### src/rtl/line_clear_ctrl.sv
// Line-clear sequencer for a block-stacking playfield: scans rows bottom-up,
// removes full rows by shifting everything above down one row, then blanks the top row.
module line_clear_ctrl #(
  parameter int ROWS = 20,
  parameter int COLS = 10
) (
  input  logic       clk,
  input  logic       rst_n,
  input  logic       start,
  output logic [4:0] rd_row,
  output logic [3:0] rd_col,
  input  logic [3:0] rd_data,
  output logic       wr_en,
  output logic [4:0] wr_row,
  output logic [3:0] wr_col,
  output logic [3:0] wr_data,
  output logic       busy,
  output logic       done,
  output logic [4:0] lines_cleared
);

  localparam logic [4:0] LAST_ROW  = 5'(ROWS - 1);
  localparam logic [3:0] LAST_COL  = 4'(COLS - 1);
  localparam logic [4:0] MAX_LINES = 5'(ROWS);

  typedef enum logic [2:0] {
    ST_IDLE,
    ST_SCAN,
    ST_SHIFT,
    ST_CLEAR_TOP,
    ST_DONE
  } state_t;

  state_t     state_q, state_d;
  logic [4:0] cur_row_q, cur_row_d;
  logic [3:0] col_q, col_d;
  logic [4:0] dst_q, dst_d;
  logic [4:0] lines_q, lines_d;

  always_ff @(posedge clk or negedge rst_n) begin
    if (!rst_n) begin
      state_q   <= ST_IDLE;
      cur_row_q <= '0;
      col_q     <= '0;
      dst_q     <= '0;
      lines_q   <= '0;
    end else begin
      state_q   <= state_d;
      cur_row_q <= cur_row_d;
      col_q     <= col_d;
      dst_q     <= dst_d;
      lines_q   <= lines_d;
    end
  end

  always_comb begin
    state_d   = state_q;
    cur_row_d = cur_row_q;
    col_d     = col_q;
    dst_d     = dst_q;
    lines_d   = lines_q;
    case (state_q)
      ST_IDLE: begin
        if (start) begin
          state_d   = ST_SCAN;
          cur_row_d = LAST_ROW;
          col_d     = '0;
          lines_d   = '0;
        end
      end
      ST_SCAN: begin
        if (rd_data == 4'd0) begin
          col_d = '0;
          if (cur_row_q == 5'd0) state_d = ST_DONE;
          else                   cur_row_d = cur_row_q - 5'd1;
        end else if (col_q != LAST_COL) begin
          col_d = col_q + 4'd1;
        end else begin
          // Full row: remember where it sits; cur_row stays so the row dropped into it is rescanned.
          col_d   = '0;
          dst_d   = cur_row_q;
          lines_d = (lines_q == MAX_LINES) ? lines_q : lines_q + 5'd1;
          state_d = (cur_row_q == 5'd0) ? ST_CLEAR_TOP : ST_SHIFT;
        end
      end
      ST_SHIFT: begin
        if (col_q == LAST_COL) begin
          col_d = '0;
          if (dst_q == 5'd1) state_d = ST_CLEAR_TOP;
          else               dst_d   = dst_q - 5'd1;
        end else begin
          col_d = col_q + 4'd1;
        end
      end
      ST_CLEAR_TOP: begin
        if (col_q == LAST_COL) begin
          col_d   = '0;
          state_d = ST_SCAN;
        end else begin
          col_d = col_q + 4'd1;
        end
      end
      ST_DONE: state_d = ST_IDLE;
      default: state_d = ST_IDLE;
    endcase
  end

  always_comb begin
    rd_row  = '0;
    rd_col  = '0;
    wr_en   = 1'b0;
    wr_row  = '0;
    wr_col  = '0;
    wr_data = '0;
    busy    = (state_q != ST_IDLE);
    done    = (state_q == ST_DONE);
    case (state_q)
      ST_SCAN: begin
        rd_row = cur_row_q;
        rd_col = col_q;
      end
      ST_SHIFT: begin
        rd_row  = dst_q - 5'd1;
        rd_col  = col_q;
        wr_en   = 1'b1;
        wr_row  = dst_q;
        wr_col  = col_q;
        wr_data = rd_data;
      end
      ST_CLEAR_TOP: begin
        wr_en  = 1'b1;
        wr_col = col_q;
      end
      default: ;
    endcase
  end

  assign lines_cleared = lines_q;

endmodule

### config.mk
export PLATFORM = sky130hd
export DESIGN_NAME = line_clear_ctrl
export DESIGN_NICKNAME = d
export VERILOG_FILES = /design/src/rtl/line_clear_ctrl.sv
export SDC_FILE = /design/constraint.sdc
export NUM_CORES = 1
export LEC_CHECK = 0
export CAP_MARGIN = 10
export CORE_MARGIN = 8
export CORE_UTILIZATION = 45
export DETAILED_ROUTE_END_ITERATION = 10
export PLACE_DENSITY = 0.76
export SETUP_SLACK_MARGIN = 0.05
export SLEW_MARGIN = 20
export SYNTH_ARGS = -nofsm -noshare
export SYNTH_HDL_FRONTEND = slang
export SYNTH_SLANG_ARGS = --single-unit
### constraint.sdc
create_clock -name clk -period 1.8 [get_ports clk]
set_input_delay 0.27 -clock clk [delete_from_list [all_inputs] [get_ports clk]]
set_output_delay 0.27 -clock clk [all_outputs]
set_load 0.005 [all_outputs]
==> impl_summary.log <==
[metrics] run status: finished with violations
[metrics] violations in the final reports: setup timing
[metrics] Core Region: between 3000 and 4000 µm²
[metrics] detailed-placement wirelength estimate: 3780 µm
[metrics] Setup crit start kind: register
[metrics] global-route usage over all layers: 21.8%
[metrics] most instantiated flip-flop cell in the synthesis netlist: dfrtp_1
[metrics] Synth Warn #: 0
[metrics] number of port buffers: 36
[metrics] area of the mapped netlist: 1610 µm²
[metrics] CTS tree: yes
[metrics] total detailed-routing wirelength: 8240 µm
[metrics] via count of the first global-routing pass: 1906
[metrics] Maximum Capacitance Violations: 0
[metrics] GRT Residual Overflow: 0
[metrics] static power due to leakage: 1.45 nW
[metrics] Nets: 314
[metrics] wire length of the first global-routing pass: 9490 µm
[metrics] switching power share of the total: 43.2%
[metrics] share of power burned in registers: 17.9%
[metrics] iteration count of the initial detailed-routing pass: 5
[metrics] number of fillers in the final layout: 140
[metrics] Clk Latency, worst-skew pair: 320 ps
[metrics] clock network fraction of total power: 7.7%
[metrics] main combinational cell family by area after synthesis: simple AND/OR/NAND/NOR gates
[metrics] post-route DRC violation count: 0
[metrics] type of destination of the critical path: register
[metrics] number of clock sinks seen by CTS: 22
[metrics] count of standard-cell rows: 21
[metrics] H-tree levels: 1
[metrics] share of synthesized cell area in full adder, half adder and majority cells: 5.43%
[metrics] initial DRC count: 268
[metrics] Hold Crit Class: in2async
[metrics] Int Power: between 2 and 3 mW
[metrics] Switching Power: about 2.2 mW
[metrics] share of the yosys chip area belonging to registers: 34.1%
[metrics] final count of negative-setup-slack endpoints: 35
[metrics] clock slew seen by the registers of the worst setup and hold paths: approximately 140 ps
[metrics] area enclosed by the die boundary: between 5000 and 6000 µm²
[metrics] unrepaired setup endpoints after global routing: yes
[metrics] worst path required time: roughly 2000 ps
[metrics] total count of max-transition violations in the final report: 0
[metrics] wire length per cell after detailed routing: ~24 µm
[metrics] worst relative slew slack: 63.8%
[metrics] pin slew with the least headroom to its limit: ~540 ps
[metrics] final count of hold timing violations: 0
[metrics] via count: 2162
[metrics] crit-path max FO: 7
[metrics] Post-Syn Nets: 196
[metrics] Synth Area in Compound Gates: 18.1%
[metrics] register bit total from synthesis: 22
[metrics] post-synth top area share: 34.1%
[metrics] die height: around 76 µm
[metrics] part of the power in combinational logic: 74.4%
[metrics] worst-case hold slack: 276 ps
[metrics] initial core utilization: 47.6%
[metrics] CTS Root Buffer Type: clkbuf_4
[metrics] Clock Skew: 1.64 ps
[metrics] maximum number of pins on one net before global-route repair: 23
[metrics] multiplexer share of the synthesized area: roughly 4.3%
[metrics] final critical path time including I/O delays and setup: 2230 ps
[metrics] die width: between 70 and 80 µm
[metrics] share of the clock period used by the worst path: 124%
[metrics] final worst slack: -425 ps
[metrics] Worst IR Drop VDD: approximately 1.0 mV
[metrics] worst reg2reg path depth: 8
[metrics] Syn-to-layout area delta: 86.2%
[metrics] max frequency: roughly 450 MHz
[metrics] per-cell via count in the routed design: roughly 6.3
[metrics] CTS Buffer Depth: 2
[metrics] reg-to-reg slack, setup: -430 ps
[metrics] RR Startpoint: dst_q[1]
[metrics] pwr/cell area: around 1700 nW/µm²
[metrics] syn avg cell area: 8.86 µm²
[metrics] number of I/O pins: 37
[metrics] count of flip-flops with a built-in enable after synthesis: 0
[metrics] synthesized-area fraction occupied by and/or/nand/nor cells: 29.6%
[metrics] number of antenna violations at the first check in global routing: 0
[metrics] count of cell types in the netlist: 52
[metrics] # diodes: 0
[metrics] XOR/XNOR Fraction of Synth Area: 2.17%
[metrics] Arrival @ worst endpoint: between 2000 and 2500 ps
[metrics] fraction of final layout cells with drive strength greater than 1: 59.2%
[metrics] quantity of hold-fixing buffers added after cts: 0
[metrics] Util after Layout: 88.6%
[metrics] critical path class: reg2reg
[metrics] fraction of registers with async set/reset: 100%
[metrics] Final Wtd Congestion: around 0.94
[metrics] commonest cells in the netlist: dfrtp_1 (22), nand2_1 (20), nor2_1 (13)
[metrics] Synth area leaders: dfrtp_1 (34%), ha_1 (5.4%), nand2_1 (4.7%)
[metrics] Post-DRT Antenna Nets: 0
[metrics] number of clock buffers inserted by TritonCTS: 3
[metrics] leading cell type by number of instances after synthesis: dfrtp_1
[metrics] Crit Reg-Reg Endpoint: dst_q[2]
[metrics] Cells after Synth: about 180
[metrics] post-synth top area cell: dfrtp_1
==> registers in the layout (all words and copies together), names as in the netlist <==
signal         cells
col_q              4
cur_row_q          5
dst_q              5
lines_cleared      5
state_q            3
==> worst max path at each step <==
stage                           from    endpoint  depth (start not counted)
after floorplan             dst_q[1]  state_q[0]                          6
after global placement    rd_data[2]  state_q[0]                          5
after detailed placement  rd_data[2]  state_q[0]                          5
after CTS                   dst_q[0]  state_q[0]                          6
after global routing        dst_q[1]    dst_q[2]                          8
final                       dst_q[1]    dst_q[2]                          8
==> layout make-up <==
class                      count  area [µm²]  share of cell area, %
clock inverter                 1        30.0                   1.00
multi-input combinational    140        1240                   41.2
timing repair buffer         122        1060                   35.2
clock buffer                   3        22.5                  0.750
sequential                    22         552                   18.4
inverter                      11        46.3                   1.54
tap                           46        57.6                   1.92
==> cells in the final DEF, fill, tap and decap left out, types with 3 or more instances in the layout <==
cell             Yosys  routed
inv_1               11       6
a21o_1               3       3
nand2_1             20      14
a21oi_1              6       4
nor2_1              13       8
clkbuf_4             0       3
buf_6                2      39
buf_4                0      56
dfrtp_1             22      21
nor2_2               0       3
nand2_2              0       3
nor4b_4              0       3
or3_4                0       4
nor3_1               6       4
nand2_4              0       3
ha_1                 7       5
or3b_4               1       4
buf_2                2      13
a31oi_1              7       6
clkbuf_2             0       3
o21ai_1              0       4
clkdlybuf4s50_1      0       8
nand3_1              5       5
and2_4               0       7
o22ai_1              5       3
o21ai_0             12       7
dlymetal6s2s_1       0       3
inv_2                0       4
==> critical path: stages, from the launching register on <==
cell and delay (ps):
dfrtp_1 430, inv_2 130, ha_4 140, or4b_4 490
buf_4 160, o21a_4 200, buf_6 140, o211ai_1 110
o2bb2ai_1 280
==> routing by layer <==
metal	vias up	part of all wire (%)	global-route usage, %
met3	56	10	2.37
met1	1025	36	24.5
met2	190	49	39.6
met5	-	0	0
li1	891	-	-
met4	0	5.7	10.2
==> power by group through the flow <==
| stage | clock (mW) | sequential (mW) | combinational, mW |
|---|---|---|---|
| floorplan | 0 | 0.876 | 1.16 |
| global placement | 0 | 0.833 | 2.38 |
| detailed placement | 0 | 0.850 | 2.48 |
| CTS | 0.393 | 0.851 | 3.01 |
| global route | 0.421 | 0.930 | 3.97 |
| finish | 0.395 | 0.912 | 3.79 |
==> cells by family after synthesis <==
group,Yosys count
AND/OR/NAND/NOR,80
AO/OA/AOI/OAI,44
flip-flops,22
buffers and inverters,20
adder cells (fa/ha/maj),7
multiplexers,5
XOR/XNOR,4
==> per-stage QoR <==
stage | TNS, ps | cell area (µm²) | setup WS, ps | cells | power (mW)
floorplan | -116 | 1630 | -116 | 182 | 2.03
global placement | -5370 | 2380 | -394 | 308 | 3.22
detailed placement | -6960 | 2380 | -451 | 308 | 3.33
CTS | -1750 | 2720 | -275 | 335 | 4.25
global route | -6380 | 3000 | -437 | 345 | 5.32
finish | -4470 | 3000 | -425 | 345 | 5.10
==> what timing repair did <==
action,4_1_cts,5_1_grt
endpoints found under the setup margin,40,42
gates resized for setup,146,61
setup buffers,24,12
gates cloned,1,0
pin swaps,24,21
endpoints found under the hold margin,0,0
(Power assumes the default switching activity.)
